## config.mk

```make
export PLATFORM = sky130hd
export DESIGN_NAME = pipelined_barrel_shifter
export DESIGN_NICKNAME = d
export VERILOG_FILES = /design/src/rtl/shifter_pkg.sv /design/src/rtl/shift_stage.sv /design/src/rtl/pipelined_barrel_shifter.sv
export SDC_FILE = /design/constraint.sdc
export NUM_CORES = 1
export LEC_CHECK = 0
export BUFFER_PORTS_ARGS = -buffer_cell sky130_fd_sc_hd__buf_2
export CELL_PAD_IN_SITES_DETAIL_PLACEMENT = 2
export CELL_PAD_IN_SITES_GLOBAL_PLACEMENT = 2
export CORE_UTILIZATION = 33
export DETAILED_ROUTE_END_ITERATION = 6
export HOLD_SLACK_MARGIN = 0.1
export PLACE_DENSITY = 0.89
export SETUP_SLACK_MARGIN = 0.02
export SLEW_MARGIN = 0
export SYNTH_ARGS = -nofsm -noshare
export SYNTH_HDL_FRONTEND = slang
export SYNTH_SLANG_ARGS = --single-unit
```

## constraint.sdc

```tcl
create_clock -name clk -period 1.6 [get_ports clk]
set_input_delay 0.32 -clock clk [delete_from_list [all_inputs] [get_ports clk]]
set_output_delay 0.32 -clock clk [all_outputs]
set_load 0.01 [all_outputs]
```

## src/rtl/shifter_pkg.sv

```systemverilog
// Shared types and helpers for the pipelined barrel shifter.
package shifter_pkg;

  typedef enum logic [1:0] {
    SH_ROR = 2'b00,
    SH_ROL = 2'b01,
    SH_SRL = 2'b10,
    SH_SRA = 2'b11
  } shift_mode_e;

  // Control fields carried alongside every stage's data. The data and amt
  // fields are width-dependent, so the top wraps this into its own stage_t.
  typedef struct packed {
    shift_mode_e mode;
    logic        sign;
    logic        valid;
  } stage_ctrl_t;

  // Shift-amount width, which is also the number of pipeline stages.
  function automatic int shw_of(input int width);
    return $clog2(width);
  endfunction

endpackage

```

## src/rtl/shift_stage.sv

```systemverilog
// One combinational barrel-shifter stage: optionally shifts by DIST bits.
module shift_stage
  import shifter_pkg::*;
#(
  parameter int WIDTH = 8,
  parameter int DIST  = 1
) (
  input  logic [WIDTH-1:0] data_i,
  input  logic             sel_i,
  input  shift_mode_e      mode_i,
  input  logic             sign_i,
  output logic [WIDTH-1:0] data_o
);

  // Select between passthrough and the four shift/rotate flavours.
  always_comb begin
    data_o = data_i;
    if (sel_i) begin
      case (mode_i)
        SH_ROR:  data_o = {data_i[DIST-1:0], data_i[WIDTH-1:DIST]};
        SH_ROL:  data_o = {data_i[WIDTH-DIST-1:0], data_i[WIDTH-1:WIDTH-DIST]};
        SH_SRL:  data_o = {{DIST{1'b0}}, data_i[WIDTH-1:DIST]};
        SH_SRA:  data_o = {{DIST{sign_i}}, data_i[WIDTH-1:DIST]};
        default: data_o = data_i;
      endcase
    end
  end

endmodule

```

## src/rtl/pipelined_barrel_shifter.sv

```systemverilog
// Pipelined barrel shifter: one registered stage per shift-amount bit,
// globally stalled by a single advance signal for full back-pressure.
module pipelined_barrel_shifter
  import shifter_pkg::*;
#(
  parameter  int WIDTH = 8,
  localparam int SHW   = shw_of(WIDTH)
) (
  input  logic             clk,
  input  logic             rst_n,
  input  logic             in_valid,
  output logic             in_ready,
  input  logic [WIDTH-1:0] in_data,
  input  logic [SHW-1:0]   in_amt,
  input  logic [1:0]       in_mode,
  output logic             out_valid,
  input  logic             out_ready,
  output logic [WIDTH-1:0] out_data,
  output logic             out_zero
);

  typedef struct packed {
    logic [WIDTH-1:0] data;
    logic [SHW-1:0]   amt;
    stage_ctrl_t      ctrl;
  } stage_t;

  logic             advance;
  stage_t           in_beat;
  stage_t           tail_q;
  logic [WIDTH-1:0] last_shifted;
  logic             zero_q;
  logic             unused_tail;

  // The pipe moves as a whole unless a held result is being refused.
  assign advance  = !(out_valid && !out_ready);
  assign in_ready = advance;

  // Pack the input beat; the sign is frozen here so SRA never re-reads
  // a partially shifted MSB.
  always_comb begin
    in_beat.data       = in_data;
    in_beat.amt        = in_amt;
    in_beat.ctrl.mode  = shift_mode_e'(in_mode);
    in_beat.ctrl.sign  = in_data[WIDTH-1];
    in_beat.ctrl.valid = in_valid;
  end

  for (genvar k = 0; k < SHW; k++) begin : g_stage
    stage_t           src;
    stage_t           stage_d;
    stage_t           stage_q;
    logic [WIDTH-1:0] shifted;

    if (k == 0) begin : g_first
      assign src = in_beat;
    end else begin : g_next
      assign src = g_stage[k-1].stage_q;
    end

    shift_stage #(
      .WIDTH (WIDTH),
      .DIST  (1 << k)
    ) u_shift (
      .data_i (src.data),
      .sel_i  (src.amt[k]),
      .mode_i (src.ctrl.mode),
      .sign_i (src.ctrl.sign),
      .data_o (shifted)
    );

    // Next-state: everything travels unchanged except the shifted data.
    always_comb begin
      stage_d      = src;
      stage_d.data = shifted;
    end

    // Stage register, frozen while the output is stalled.
    always_ff @(posedge clk) begin
      if (!rst_n) begin
        stage_q <= '0;
      end else if (advance) begin
        stage_q <= stage_d;
      end
    end

    if (k == SHW - 1) begin : g_last
      assign last_shifted = shifted;
    end
  end

  assign tail_q = g_stage[SHW-1].stage_q;

  // Zero flag registered alongside the final stage so it adds no latency.
  always_ff @(posedge clk) begin
    if (!rst_n) begin
      zero_q <= 1'b1;
    end else if (advance) begin
      zero_q <= (last_shifted == '0);
    end
  end

  assign out_valid = tail_q.ctrl.valid;
  assign out_data  = tail_q.data;
  assign out_zero  = zero_q;

  // Control fields of the last stage have no consumer downstream.
  assign unused_tail = ^{tail_q.amt, tail_q.ctrl.mode, tail_q.ctrl.sign};

endmodule

```

After elaboration in Yosys (flattened, before gate mapping)
Cells that the tools add are included.

operators by class
  muxes and demuxes = 6
  add/subtract/negate cells = 0
  $mul = 0
  divide/modulo/power cells = 0
  shift operators = 0
  reductions and logical operators = 8
  equality and inequality tests = 9
  bitwise gates (word level) = 0
  $lt $le $gt $ge = 0

operator list
  operator                                                          count
  8-bit case mux with 4 select lines                                2
  8-bit 2-to-1 mux                                                  3
  8-bit case mux with 3 select lines                                1
  2-bit == test (second input constant)                             6
  8-bit zero test                                                   1
  2-bit by 1-bit == test with 1-bit output (second input constant)  3
  2-bit zero test                                                   3
  1-bit zero test                                                   2
  2-bit OR reduction                                                1
  1-bit logical AND                                                 1

word-level totals
  bits in read-only memories = 0
  output and inout port bits = 11
  memories = 0
  memory bits (writable) = 0
  bits in registers = 40
  latch bits = 0
  word-level logic and storage cells = 36

Logic depth before layout (Yosys ltp)
Gate-level depths: netlist of the first run.

  depth in word-level cells = 5
  mapped depth = 6
  gate-level depth less buffers = 4

By module
Synthesis of the first run repeated with hierarchy kept, for this count alone.

second synthesis, totals
  cells, all modules = 247
  area, all modules = 2215.9 um2

modules (own cells, without submodules)
  module                            sequential area each (um2)  area an instance (um2)  cells each  times used
  pipelined_barrel_shifter          740.7                       1606.5                  161         1
  shift_stage (g_stage[1].u_shift)  0.0                         277.8                   38          1
  shift_stage (g_stage[0].u_shift)  0.0                         197.7                   30          1
  shift_stage (g_stage[2].u_shift)  0.0                         133.9                   18          1

Worst setup path before layout of the first run
Ideal clock, no wire load.

  path kind = register -> register
  start point = reg g_stage[1].stage_q[12] (netlist bit)
  end point = reg zero_q, in the netlist out_zero
  setup slack = 0.257 ns
  arrival time = 1.250 ns
  stages on the path, launching flop included = 5
  library setup time = 0.093 ns
  path buffers = 0
  cell sequence = dfxtp_1 > or4b_1 > o22ai_1 > nand2b_1 > o311ai_2

on the way
  longest elaborated chain between the ends = 3

RTL lines
  item                                RTL line                        source
  from (decl)                         pipelined_barrel_shifter.sv:52  stage_t stage_q;
  from (signal assigned)              pipelined_barrel_shifter.sv:83  stage_q <= stage_d;
  8-bit case mux with 3 select lines  shift_stage.sv:19               case (mode_i)
  8-bit 2-to-1 mux (*)                shift_stage.sv:18               if (sel_i) begin
  8-bit zero test (*)                 pipelined_barrel_shifter.sv:99  zero_q <= (last_shifted == '0);
  to (signal assigned)                pipelined_barrel_shifter.sv:99
  to (decl)                           pipelined_barrel_shifter.sv:32  logic zero_q;

Mark *: on every way between the ends. The rest lies on a longest branch, timed or not. The select of a mux whose other input is x is not followed.
A chain may end at the register's enable or synchronous reset.

Final worst setup path of the first run
Same ends and word-level chain as after synthesis.

==> parameters.txt, run 1 <==
Parameter                              Value

Outcome
  Result of the run ... completed

Timing
  Final Hold Viols ... 0
  Number of setup violations in the final report ... 0
  Worst rel slew slack ... 65.13%
  Achievable clock frequency ... 659.5 MHz
  Setup clock skew after layout ... 0.009079 ns
  Unrepaired setup endpoints after global routing ... no
  Minimum clock period after layout ... 1.516 ns
  Worst-Margin Slew ... between 0.5 and 0.6 ns
  Worst Hold Slack ... between 0.2 and 0.3 ns
  Final Slew Violations ... 0
  Part of the cycle the worst path needs ... about 95%

Synth
  Proportion of synthesized chip area in sequential cells ... slightly below 40%
  Yosys reg bits ... 37
  Xor and xnor fraction of the mapped netlist area ... 0%
  Simple-gate area share of the yosys netlist ... around a fifth
  Synthesized area per cell ... around 8.3 sq um
  Compound-gate portion of the synthesized area ... between 20 and 30%
  Dominant combinational cell family by area after synthesis ... compound AO/OA/AOI/OAI gates
  Share of synthesized area spent on multiplexers ... 10.11%
  Number of nets produced by synthesis ... 243
  Count of different cell masters after synthesis ... 28
  Post-synthesis instance area ... 0.001882 sq mm
  Total number of yosys warnings ... 0
  Post-synthesis adder-cell area fraction ... 0%
  Instance count of the mapped netlist ... approximately 230

Placement
  Routability cong. ... around 0.78
  Dpl hpwl ... between 3000 and 4000 um
  Port buffer count ... 27

Die
  Die boundary width ... between 70 and 80 um
  Boundary Pins ... 28
  Effective utilization at floorplan ... 34.17%
  Die Area ... approximately 0.0060 sq mm
  Cell Rows ... 27
  Placeable Area ... approximately 0.0055 sq mm
  Overall die height ... 77.52 um

Setup path
  Sort of element at the start of the critical path ... register
  Crit path capture type ... register
  Largest fanout on the critical path ... 4
  Critical path's slowest cell ... or4b_4
  Minimum setup slack among reg-to-reg paths ... between 0.08 and 0.09 ns
  Required arrival time at the worst endpoint ... approximately 1.8 ns
  Family with the most delay on the worst path ... simple AND/OR/NAND/NOR gates
  Worst path cell trace ... or4b_4, o22ai_2, nand2b_1, o311ai_2
  Type of the worst setup path ... reg2reg
  Crit path arrival time ... 1.73 ns
  Total buffers and inverters traversed by the critical path ... 0
  Slowest stage delay, CP ... around 0.56 ns

Power and ir drop
  Overall Power ... roughly 2.2 mW
  Standby leakage power ... 0.9795 nW
  Areal power density over the cells ... around 1000 mW/mm^2
  Peak supply drop ... between 300 and 400 uV

Routing
  DRT Wirelength ... 5185 um
  ANT nets after route ... 0
  DRC violations left ... 0
  Vias per Instance ... approximately 5.2
  Number of DRC markers after the initial detailed-route iteration ... 36
  Via total after detailed routing ... ~1.7k
  Routed WL per cell ... roughly 16 um
  Number of detailed-routing iterations run before antenna repair ... 4

Finish
  Fraction of final layout cells with drive strength greater than 1 ... approximately a fifth
  Register area ... ~740 sq um
  Fillers ... 632
  Area taken by multi-input logic gates ... around 0.0011 sq mm
  Number of nets in the final layout ... roughly 270
  Area growth from synthesis to final layout ... 21.01%
  Final antenna diode count ... 0

Global routing
  Pin count of the biggest net entering global routing ... between 40 and 50
  Antenna violations before repair ... 0
  Remaining Overflow, GRT ... 0
  Global-route wire length before repair ... 8742 um
  Global Route Usage Sum ... a little under a fifth
  Vias in the first global route ... 1,787

Job
  Number of maximum-capacitance violations ... 0

Clock tree
  CTS tree ... built
  Clock network latency to the later pin of the worst-skew pair ... ~0.29 ns
  Hold_buf cts ... 0
  Clock transition at the registers of the reported paths ... ~0.080 ns
  Root buffer cell ... clkbuf_8
  Cts bufs inserted ... 5
  Postcts setup bufs ... 0
  Clock H-tree levels ... 2
  Number of buffers on the longest clock path ... 2
  Sink count of the clock tree ... 37

Hold path
  Class of the most critical hold timing path ... in2reg
==> final timing paths <==
path         depth (start not counted)                                 from                                  to
max                                  4  g_stage[1].stage_q[12]$_SDFFE_PN0N_               out_zero$_SDFFE_PN1N_
min                                  3                            in_amt[1]  g_stage[0].stage_q[5]$_SDFFE_PN0N_
max reg2reg                          4  g_stage[1].stage_q[12]$_SDFFE_PN0N_               out_zero$_SDFFE_PN1N_
min reg2reg                          2             out_data[7]$_SDFFE_PN0N_            out_data[7]$_SDFFE_PN0N_
==> cell usage after synthesis <==
library cell / n / area (sq um)
a211oi_1: 1 / 7.510
o311ai_2: 1 / 16.27
or4_1: 1 / 7.510
a21boi_0: 25 / 187.7
o32ai_1: 1 / 8.760
or3_1: 1 / 6.260
o211a_1: 4 / 40.04
dfxtp_1: 37 / 740.7
o22ai_1: 1 / 6.260
or4b_1: 1 / 10.01
a21boi_1: 3 / 22.52
nand3_1: 3 / 15.01
o21a_1: 1 / 7.510
mux2i_1: 19 / 190.2
buf_2: 6 / 30.03
a211o_1: 13 / 113.9
nor2_1: 18 / 67.56
clkinv_1: 1 / 3.750
nor2b_1: 3 / 18.77
o221ai_1: 2 / 17.52
clkbuf_1: 10 / 37.54
nor3b_1: 1 / 7.510
nand2_1: 52 / 195.2
buf_4: 3 / 22.52
inv_1: 2 / 7.510
a31oi_1: 4 / 25.02
o21ai_0: 5 / 25.02
nand2b_1: 7 / 43.79
==> repair_timing <==
item,in CTS,in global routing
pin swaps,0,0
cloned,0,0
gates resized for setup,2,3
endpoints found under the setup margin,1,8
==> cells by family after synthesis <==
logic type,after synthesis
AOI/OAI and AO/OA,61
muxes,19
and+or+nand+nor,87
buffers and inverters,22
DFF,37
==> worst min-delay path, stage by stage <==
cell,delay (ns)
buf_2,0.09
nand2_1,0.04
a21boi_0,0.07
==> flip-flops by register name, indices dropped and copies added, names as in the netlist <==
register / cells
out_data: 8
g_stage.stage_q: 27
out_valid: 1
out_zero: 1
==> placed cells by master (no fill, tap or decap), types with 2 or more instances in the layout <==
cell / n
a21boi_0: 25
buf_4: 11
buf_12: 2
a21boi_1: 3
clkbuf_8: 6
nand2_1: 52
o211a_1: 4
nand3_1: 3
buf_2: 27
o21ai_0: 5
o221ai_1: 2
nor2_1: 18
nand2b_1: 7
inv_1: 2
mux2i_1: 19
dfxtp_1: 36
a211o_1: 13
a31oi_1: 4
==> metal layers <==
| layer | vias up | track usage [%] | part of all wire [%] |
|---|---|---|---|
| met5 | - | 0 | 0 |
| li1 | 833 | - | - |
| met1 | 821 | 20.76 | 44 |
| met3 | 8 | 3.529 | 2.0 |
| met4 | 0 | 5.660 | 1.2 |
| met2 | 25 | 35.04 | 52 |
==> final cells by class <==
type | instances | area share [%]
Timing Repair Buffer | 40 | 11.32
Clock buffer | 7 | 3.791
Tap cell | 72 | 3.956
Multi-Input combinational cell | 167 | 46.54
Inverter | 3 | 0.4945
Sequential cell | 37 | 32.58
Clock inverter | 1 | 1.319
==> through the flow <==
step | area (sq um) | setup WS (ns) | util [%] | TNS [ns] | std cells
2_1_floorplan | 1882 | 0.2565 | - | 0 | 226
6_report | 2277 | 0.08363 | 41.35 | 0 | 327
3_3_place_gp | 2142 | -0.1390 | 38.90 | -0.9092 | 319
3_5_place_dp | 2142 | -0.2562 | 38.90 | -1.444 | 319
4_1_cts | 2268 | 0.03864 | 41.20 | 0 | 327
5_1_grt | 2277 | 0.04038 | 41.35 | 0 | 327
==> power by group <==
| group | internal [mW] | switching, mW |
|---|---|---|
| sequential | 0.987 | 0.0635 |
| combinational | 0.171 | 0.172 |
| clock | 0.509 | 0.347 |
Note: power is estimated with default switching activity, not from simulation.
==> run 2: changes to the inputs <==
Settings changed: PLACE_DENSITY 0.89 to not set, PLACE_DENSITY_LB_ADDON set to 0.1.
==> parameters.txt, run 2 (synthesized netlist as in run 1, its figures left out) <==
Parameter                              Value

Outcome
  Result of the run ... completed

Routing
  Routed WL per cell ... 16.41 um (+3.5%)
  Number of detailed-routing iterations run before antenna repair ... 4 (unchanged)
  Via total after detailed routing ... 1,688 (+0.059%)
  DRT Wirelength ... 5381 um (+3.8%)
  ANT nets after route ... 0 (unchanged)
  Number of DRC markers after the initial detailed-route iteration ... 57 (+58%)
  DRC violations left ... 0 (unchanged)
  Vias per Instance ... 5.146 (-0.25%)

Clock tree
  Root buffer cell ... clkbuf_8
  Sink count of the clock tree ... 37 (unchanged)
  Postcts setup bufs ... 0 (unchanged)
  Hold_buf cts ... 0 (unchanged)
  Clock H-tree levels ... 2 (unchanged)
  Cts bufs inserted ... 5 (unchanged)
  Clock transition at the registers of the reported paths ... 0.08 ns (about the same)
  CTS tree ... built
  Clock network latency to the later pin of the worst-skew pair ... 0.30 ns (about the same)
  Number of buffers on the longest clock path ... 2 (unchanged)

Finish
  Non-Filler Instances ... 328 (+0.31%)
  Final antenna diode count ... 0 (unchanged)
  Fraction of final layout cells with drive strength greater than 1 ... 20.70% (-0.081 points)
  Area growth from synthesis to final layout ... 20.55%
  Most common library cell in the layout ignoring fill and taps ... nand2_1
  Largest Register ... g_stage.stage_q
  Flip-flop count of the largest register, all copies and words added ... 27 (unchanged)
  Number of nets in the final layout ... 272 (+0.37%)
  Leading cell types in the layout, fill and taps excluded ... nand2_1 (52), dfxtp_1 (37), buf_2 (27)

Setup path
  Required arrival time at the worst endpoint ... 1.81 ns (about the same)
  Largest fanout on the critical path ... 4 (unchanged)
  Minimum setup slack among reg-to-reg paths ... 0.12 ns (+0.04 ns)
  Sort of element at the start of the critical path ... register
  Type of the worst setup path ... reg2reg
  Launch point of the worst reg-to-reg path ... g_stage[1].stage_q[12]$_SDFFE_PN0N_
  Endpoint of the lowest-slack register-to-register path ... out_zero$_SDFFE_PN1N_
  Crit path capture type ... register
  Crit path arrival time ... 1.69 ns (-0.04 ns)
  Number of cell instances on the worst register-to-register path ... 4 (unchanged)
  CP startpoint ... g_stage[1].stage_q[12]$_SDFFE_PN0N_
  Capturing element of the worst setup path ... out_zero$_SDFFE_PN1N_

Job
  Number of maximum-capacitance violations ... 0 (unchanged)

Global routing
  Global-route wire length before repair ... 9108 um (+4.2%)
  Remaining Overflow, GRT ... 0 (unchanged)
  Vias in the first global route ... 1,794 (+0.39%)
  Global Route Usage Sum ... 19.64% (+1.1 points)
  Antenna violations before repair ... 0 (unchanged)
  Pin count of the biggest net entering global routing ... 48 (+17%)

Power and ir drop
  Peak supply drop ... 317.9 uV (-3.1%)
  Standby leakage power ... 0.9775 nW (-0.20%)
  Areal power density over the cells ... 989.2 mW/mm^2 (+0.18%)
  Overall Power ... 2.244 mW (-0.21%)

Timing
  Final Hold Viols ... 0 (unchanged)
  Worst rel slew slack ... 67.34% (+2.2 points)
  Unrepaired setup endpoints after global routing ... no
  Part of the cycle the worst path needs ... 92.54% (-2.2 points)
  Number of setup violations in the final report ... 0 (unchanged)
  Minimum clock period after layout ... 1.481 ns (-0.03568 ns)
  Achievable clock frequency ... 675.4 MHz (+2.4%)
  Setup clock skew after layout ... 0.01163 ns (+0.002552 ns)
  Worst-Margin Slew ... 0.4877 ns (-0.03460 ns)
  Final Slew Violations ... 0 (unchanged)

Hold path
  Class of the most critical hold timing path ... in2reg
  Worst hold stages ... 3 (unchanged)

Placement
  Routability cong. ... 0.7976 (+2.5%)
  Dpl hpwl ... 4005 um (+4.6%)
  Placed cell count ... 320 (+0.31%)
  Port buffer count ... 27 (unchanged)

Die
  Die boundary width ... 77.52 um (unchanged)
  Die Area ... 0.006009 sq mm (unchanged)
  Boundary Pins ... 28 (unchanged)
  Overall die height ... 77.52 um (unchanged)
  Effective utilization at floorplan ... 34.17% (unchanged)
  Placeable Area ... 0.005507 sq mm (unchanged)
  Cell Rows ... 27 (unchanged)
[run 2: per-layer routing]
layer | up-vias | global-route usage [%] | wire [um]
met1 | 816 | 22.77 | 2369
met5 | - | 0 | 0
met3 | 8 | 4.471 | 137
met4 | 0 | 6.981 | 90
met2 | 25 | 35.04 | 2784
li1 | 839 | - | -
[run 2: metrics by stage]
step	setup TNS (ns)	area (sq um)	utilization [%]	worst slack (ns)	hold WS, ns
2_1_floorplan	0	1882	-	0.2565	0.4404
3_3_place_gp	-0.6736	2137	38.81	-0.1136	0.4495
3_5_place_dp	-1.165	2137	38.81	-0.2129	0.4597
4_1_cts	0	2255	40.95	0.03336	0.2704
5_1_grt	0	2268	41.20	0.04201	0.2693
6_report	0	2268	41.20	0.1193	0.2810
[run 2: worst min path at each step]
stage / from / endpoint / slack, ns
finish: in_valid / g_stage[0].stage_q[0]$_SDFFE_PN0N_ / 0.28
global placement: g_stage[1].stage_q[0]$_SDFFE_PN0N_ / out_valid$_SDFFE_PN0N_ / 0.45
global route: in_valid / g_stage[0].stage_q[0]$_SDFFE_PN0N_ / 0.27
detailed placement: g_stage[0].stage_q[0]$_SDFFE_PN0N_ / g_stage[0].stage_q[0]$_SDFFE_PN0N_ / 0.46
CTS: in_valid / g_stage[0].stage_q[0]$_SDFFE_PN0N_ / 0.27
floorplan: g_stage[1].stage_q[0]$_SDFFE_PN0N_ / out_valid$_SDFFE_PN0N_ / 0.44
[run 2: cell type report]
class / count / area (sq um)
Clock buffer: 7 / 86.33
Clock inverter: 1 / 30.03
Fill cell: 634 / 3238
Inverter: 3 / 12.51
Multi-Input combinational cell: 167 / 1056
Sequential cell: 37 / 740.7
Tap cell: 72 / 90.09
Timing Repair Buffer: 41 / 252.7
[run 2: report_power, final]
| group | internal, mW | switching [mW] | total (mW) |
|---|---|---|---|
| Sequential | 0.986 | 0.0625 | 1.05 |
| Combinational | 0.170 | 0.177 | 0.347 |
| Clock | 0.508 | 0.340 | 0.848 |
[run 2: worst max-delay path: stages (launching register included)]
cell,delay (ns)
dfxtp_1,0.34
or4b_1,0.55
o22ai_2,0.19
nand2b_1,0.09
o311ai_2,0.24
[run 2: repair_timing]
item | 4_1_cts | 5_1_grt
endpoints found under the setup margin | 1 | 6
gates resized for setup | 1 | 3
cloned | 0 | 0
==> run 3: changes to the inputs <==
Settings changed: CORE_ASPECT_RATIO set to 1.1.
==> parameters.txt, run 3 (synthesized netlist as in run 1, its figures left out) <==
Parameter                              Value

Outcome
  Result of the run ... completed

Clock tree
  Clock H-tree levels ... 2 (unchanged)
  CTS tree ... built
  Clock transition at the registers of the reported paths ... 0.07 ns (about the same)
  Clock network latency to the later pin of the worst-skew pair ... 0.30 ns (about the same)
  Root buffer cell ... clkbuf_8
  Number of buffers on the longest clock path ... 2 (unchanged)
  Hold_buf cts ... 0 (unchanged)
  Cts bufs inserted ... 5 (unchanged)
  Sink count of the clock tree ... 37 (unchanged)

Die
  Die boundary width ... 74 um (-4.5%)
  Boundary Pins ... 28 (unchanged)
  Cell Rows ... 28 (+3.7%)
  Placeable Area ... 0.005430 sq mm (-1.4%)
  Overall die height ... 81.20 um (+4.8%)
  Die Area ... 0.006009 sq mm (about the same)
  Effective utilization at floorplan ... 34.65% (+0.48 points)

Routing
  ANT nets after route ... 0 (unchanged)
  Routed WL per cell ... 16.14 um (-1.6%)
  Via total after detailed routing ... 1,716 (+1.7%)
  Vias per Instance ... 5.184 (+0.74%)
  Number of detailed-routing iterations run before antenna repair ... 4 (unchanged)
  DRT Wirelength ... 5343 um (-0.71%)
  DRC violations left ... 0 (unchanged)
  Number of DRC markers after the initial detailed-route iteration ... 31 (-46%)

Timing
  Number of setup violations in the final report ... 0 (unchanged)
  Minimum clock period after layout ... 1.468 ns (-0.01268 ns)
  Unrepaired setup endpoints after global routing ... no
  Worst rel slew slack ... 68.23% (+0.89 points)
  Part of the cycle the worst path needs ... 91.75% (-0.79 points)
  Final Hold Viols ... 0 (unchanged)
  Achievable clock frequency ... 681.2 MHz (+0.86%)
  Final Slew Violations ... 0 (unchanged)
  Worst Hold Slack ... 0.2742 ns (-0.006787 ns)
  Worst-Margin Slew ... 0.4744 ns (-0.01328 ns)
  Setup clock skew after layout ... 0.004969 ns (-0.006662 ns)

Setup path
  Largest fanout on the critical path ... 4 (unchanged)
  Crit path capture type ... register
  Worst path cell trace ... or4b_1, o22ai_2, nand2b_1, o311ai_2
  Required arrival time at the worst endpoint ... 1.80 ns (about the same)
  Sort of element at the start of the critical path ... register
  Launch point of the worst reg-to-reg path ... g_stage[1].stage_q[12]$_SDFFE_PN0N_
  Minimum setup slack among reg-to-reg paths ... 0.13 ns (about the same)
  Crit path arrival time ... 1.67 ns (-0.02 ns)
  Number of cell instances on the worst register-to-register path ... 4 (unchanged)
  Critical path's slowest cell ... or4b_1
  Type of the worst setup path ... reg2reg
  Endpoint of the lowest-slack register-to-register path ... out_zero$_SDFFE_PN1N_
  Slowest stage delay, CP ... 0.54 ns (about the same)

Finish
  Flip-flop count of the largest register, all copies and words added ... 27 (unchanged)
  Area taken by multi-input logic gates ... 0.001051 sq mm (-0.47%)
  Fillers ... 617 (-2.7%)
  Area growth from synthesis to final layout ... 18.55%
  Final antenna diode count ... 0 (unchanged)
  Register area ... 740.7 sq um (unchanged)
  Largest Register ... g_stage.stage_q
  Fraction of final layout cells with drive strength greater than 1 ... 20.70% (unchanged)
  Leading cell types in the layout, fill and taps excluded ... nand2_1 (52), dfxtp_1 (37), buf_2 (27)
  Number of nets in the final layout ... 273 (+0.37%)
  Most common library cell in the layout ignoring fill and taps ... nand2_1
  Layout Utilization ... 41.08% (-0.11 points)

Global routing
  Antenna violations before repair ... 0 (unchanged)
  Pin count of the biggest net entering global routing ... 38 (-21%)
  Global Route Usage Sum ... 19.53% (-0.11 points)
  Vias in the first global route ... 1,808 (+0.78%)
  Remaining Overflow, GRT ... 0 (unchanged)
  Global-route wire length before repair ... 8811 um (-3.3%)

Hold path
  Worst hold stages ... 3 (unchanged)
  Class of the most critical hold timing path ... in2reg
  Startpoint of the lowest-slack hold path ... in_amt[2]
  Worst Hold Path EP ... g_stage[0].stage_q[6]$_SDFFE_PN0N_

Placement
  Dpl hpwl ... 4114 um (+2.7%)
  Port buffer count ... 27 (unchanged)
  Routability cong. ... 0.7392 (-7.3%)

Power and ir drop
  Comb pwr share ... 16.5% (+1.0 points)
  Switch Pwr ... 0.5632 mW (-2.7%)
  Clock network power share ... 32.6% (-5.2 points)
  Standby leakage power ... 0.9641 nW (-1.4%)
  Cell-internal power ... 1.496 mW (-10%)
  Fraction of power spent switching nets ... 27.35% (+1.5 points)
  Portion of total power attributed to sequential cells ... 51.0% (+4.3 points)
  Peak supply drop ... 366.0 uV (+15%)
  Areal power density over the cells ... 923.1 mW/mm^2 (-6.7%)

Job
  Number of maximum-capacitance violations ... 0 (unchanged)
[run 3: cell count changes in the layout (fill, tap and decap cells not counted), sizes merged]
| cell | before | now |
|---|---|---|
| buf | 41 | 42 |
| bufinv | 1 | 0 |
| clkinv | 1 | 0 |
| inv | 2 | 3 |
[run 3: final cells by class]
| cell class | count | area share (%) |
|---|---|---|
| Sequential cell | 37 | 33.20 |
| Clock buffer | 7 | 3.870 |
| Tap cell | 75 | 4.206 |
| Multi-Input combinational cell | 167 | 47.11 |
| Timing Repair Buffer | 42 | 11.10 |
| Inverter | 3 | 0.5048 |
[run 3: stage by stage]
stage	area (sq um)	setup slack (ns)	cells	total power [mW]	setup TNS, ns
2_1_floorplan	1882	0.2565	226	1.275	0
3_3_place_gp	2136	-0.1335	324	1.385	-0.8083
3_5_place_dp	2136	-0.2256	324	1.413	-1.333
4_1_cts	2222	0.04148	331	2.088	0
5_1_grt	2231	0.03446	331	2.164	0
6_report	2231	0.1320	331	2.059	0
[run 3: worst max-delay path by stage]
stage                                        startpoint                             endpoint  slack (ns)
finish              g_stage[1].stage_q[12]$_SDFFE_PN0N_                out_zero$_SDFFE_PN1N_        0.13
global route        g_stage[1].stage_q[12]$_SDFFE_PN0N_                out_zero$_SDFFE_PN1N_        0.03
CTS                              out_valid$_SDFFE_PN0N_                             in_ready        0.04
detailed placement                           in_mode[0]  g_stage[0].stage_q[12]$_SDFFE_PN0N_       -0.23
global placement                             in_mode[0]   g_stage[0].stage_q[9]$_SDFFE_PN0N_       -0.13
floorplan           g_stage[1].stage_q[12]$_SDFFE_PN0N_                out_zero$_SDFFE_PN1N_        0.26
[run 3: what timing repair did]
action / CTS / global route
resized for setup: 0 / 3
setup buffers: 0 / 0
endpoints found under the setup margin: 0 / 8
[run 3: per-layer routing]
| layer | GRT usage (%) | routed length (um) | up-vias |
|---|---|---|---|
| met1 | 20.50 | 2180 | 852 |
| met2 | 37.82 | 2966 | 20 |
| li1 | - | - | 838 |
| met3 | 4.467 | 127 | 6 |
| met4 | 5.769 | 68 | 0 |
| met5 | 0 | 0 | - |
[run 3: worst max-delay path: cells and delay by family, from the launching register on]
family,cells,cell delay (ns)
simple gates,2,0.62
compound gates,2,0.40
flops,1,0.35
[run 3: power groups by stage]
| stage | registers (mW) | logic (mW) | clock network, mW |
|---|---|---|---|
| floorplan | 1.05 | 0.220 | 0 |
| finish | 1.05 | 0.339 | 0.671 |
| global route | 1.06 | 0.381 | 0.726 |
| detailed placement | 1.07 | 0.341 | 0 |
| global placement | 1.06 | 0.321 | 0 |
| CTS | 1.05 | 0.344 | 0.694 |
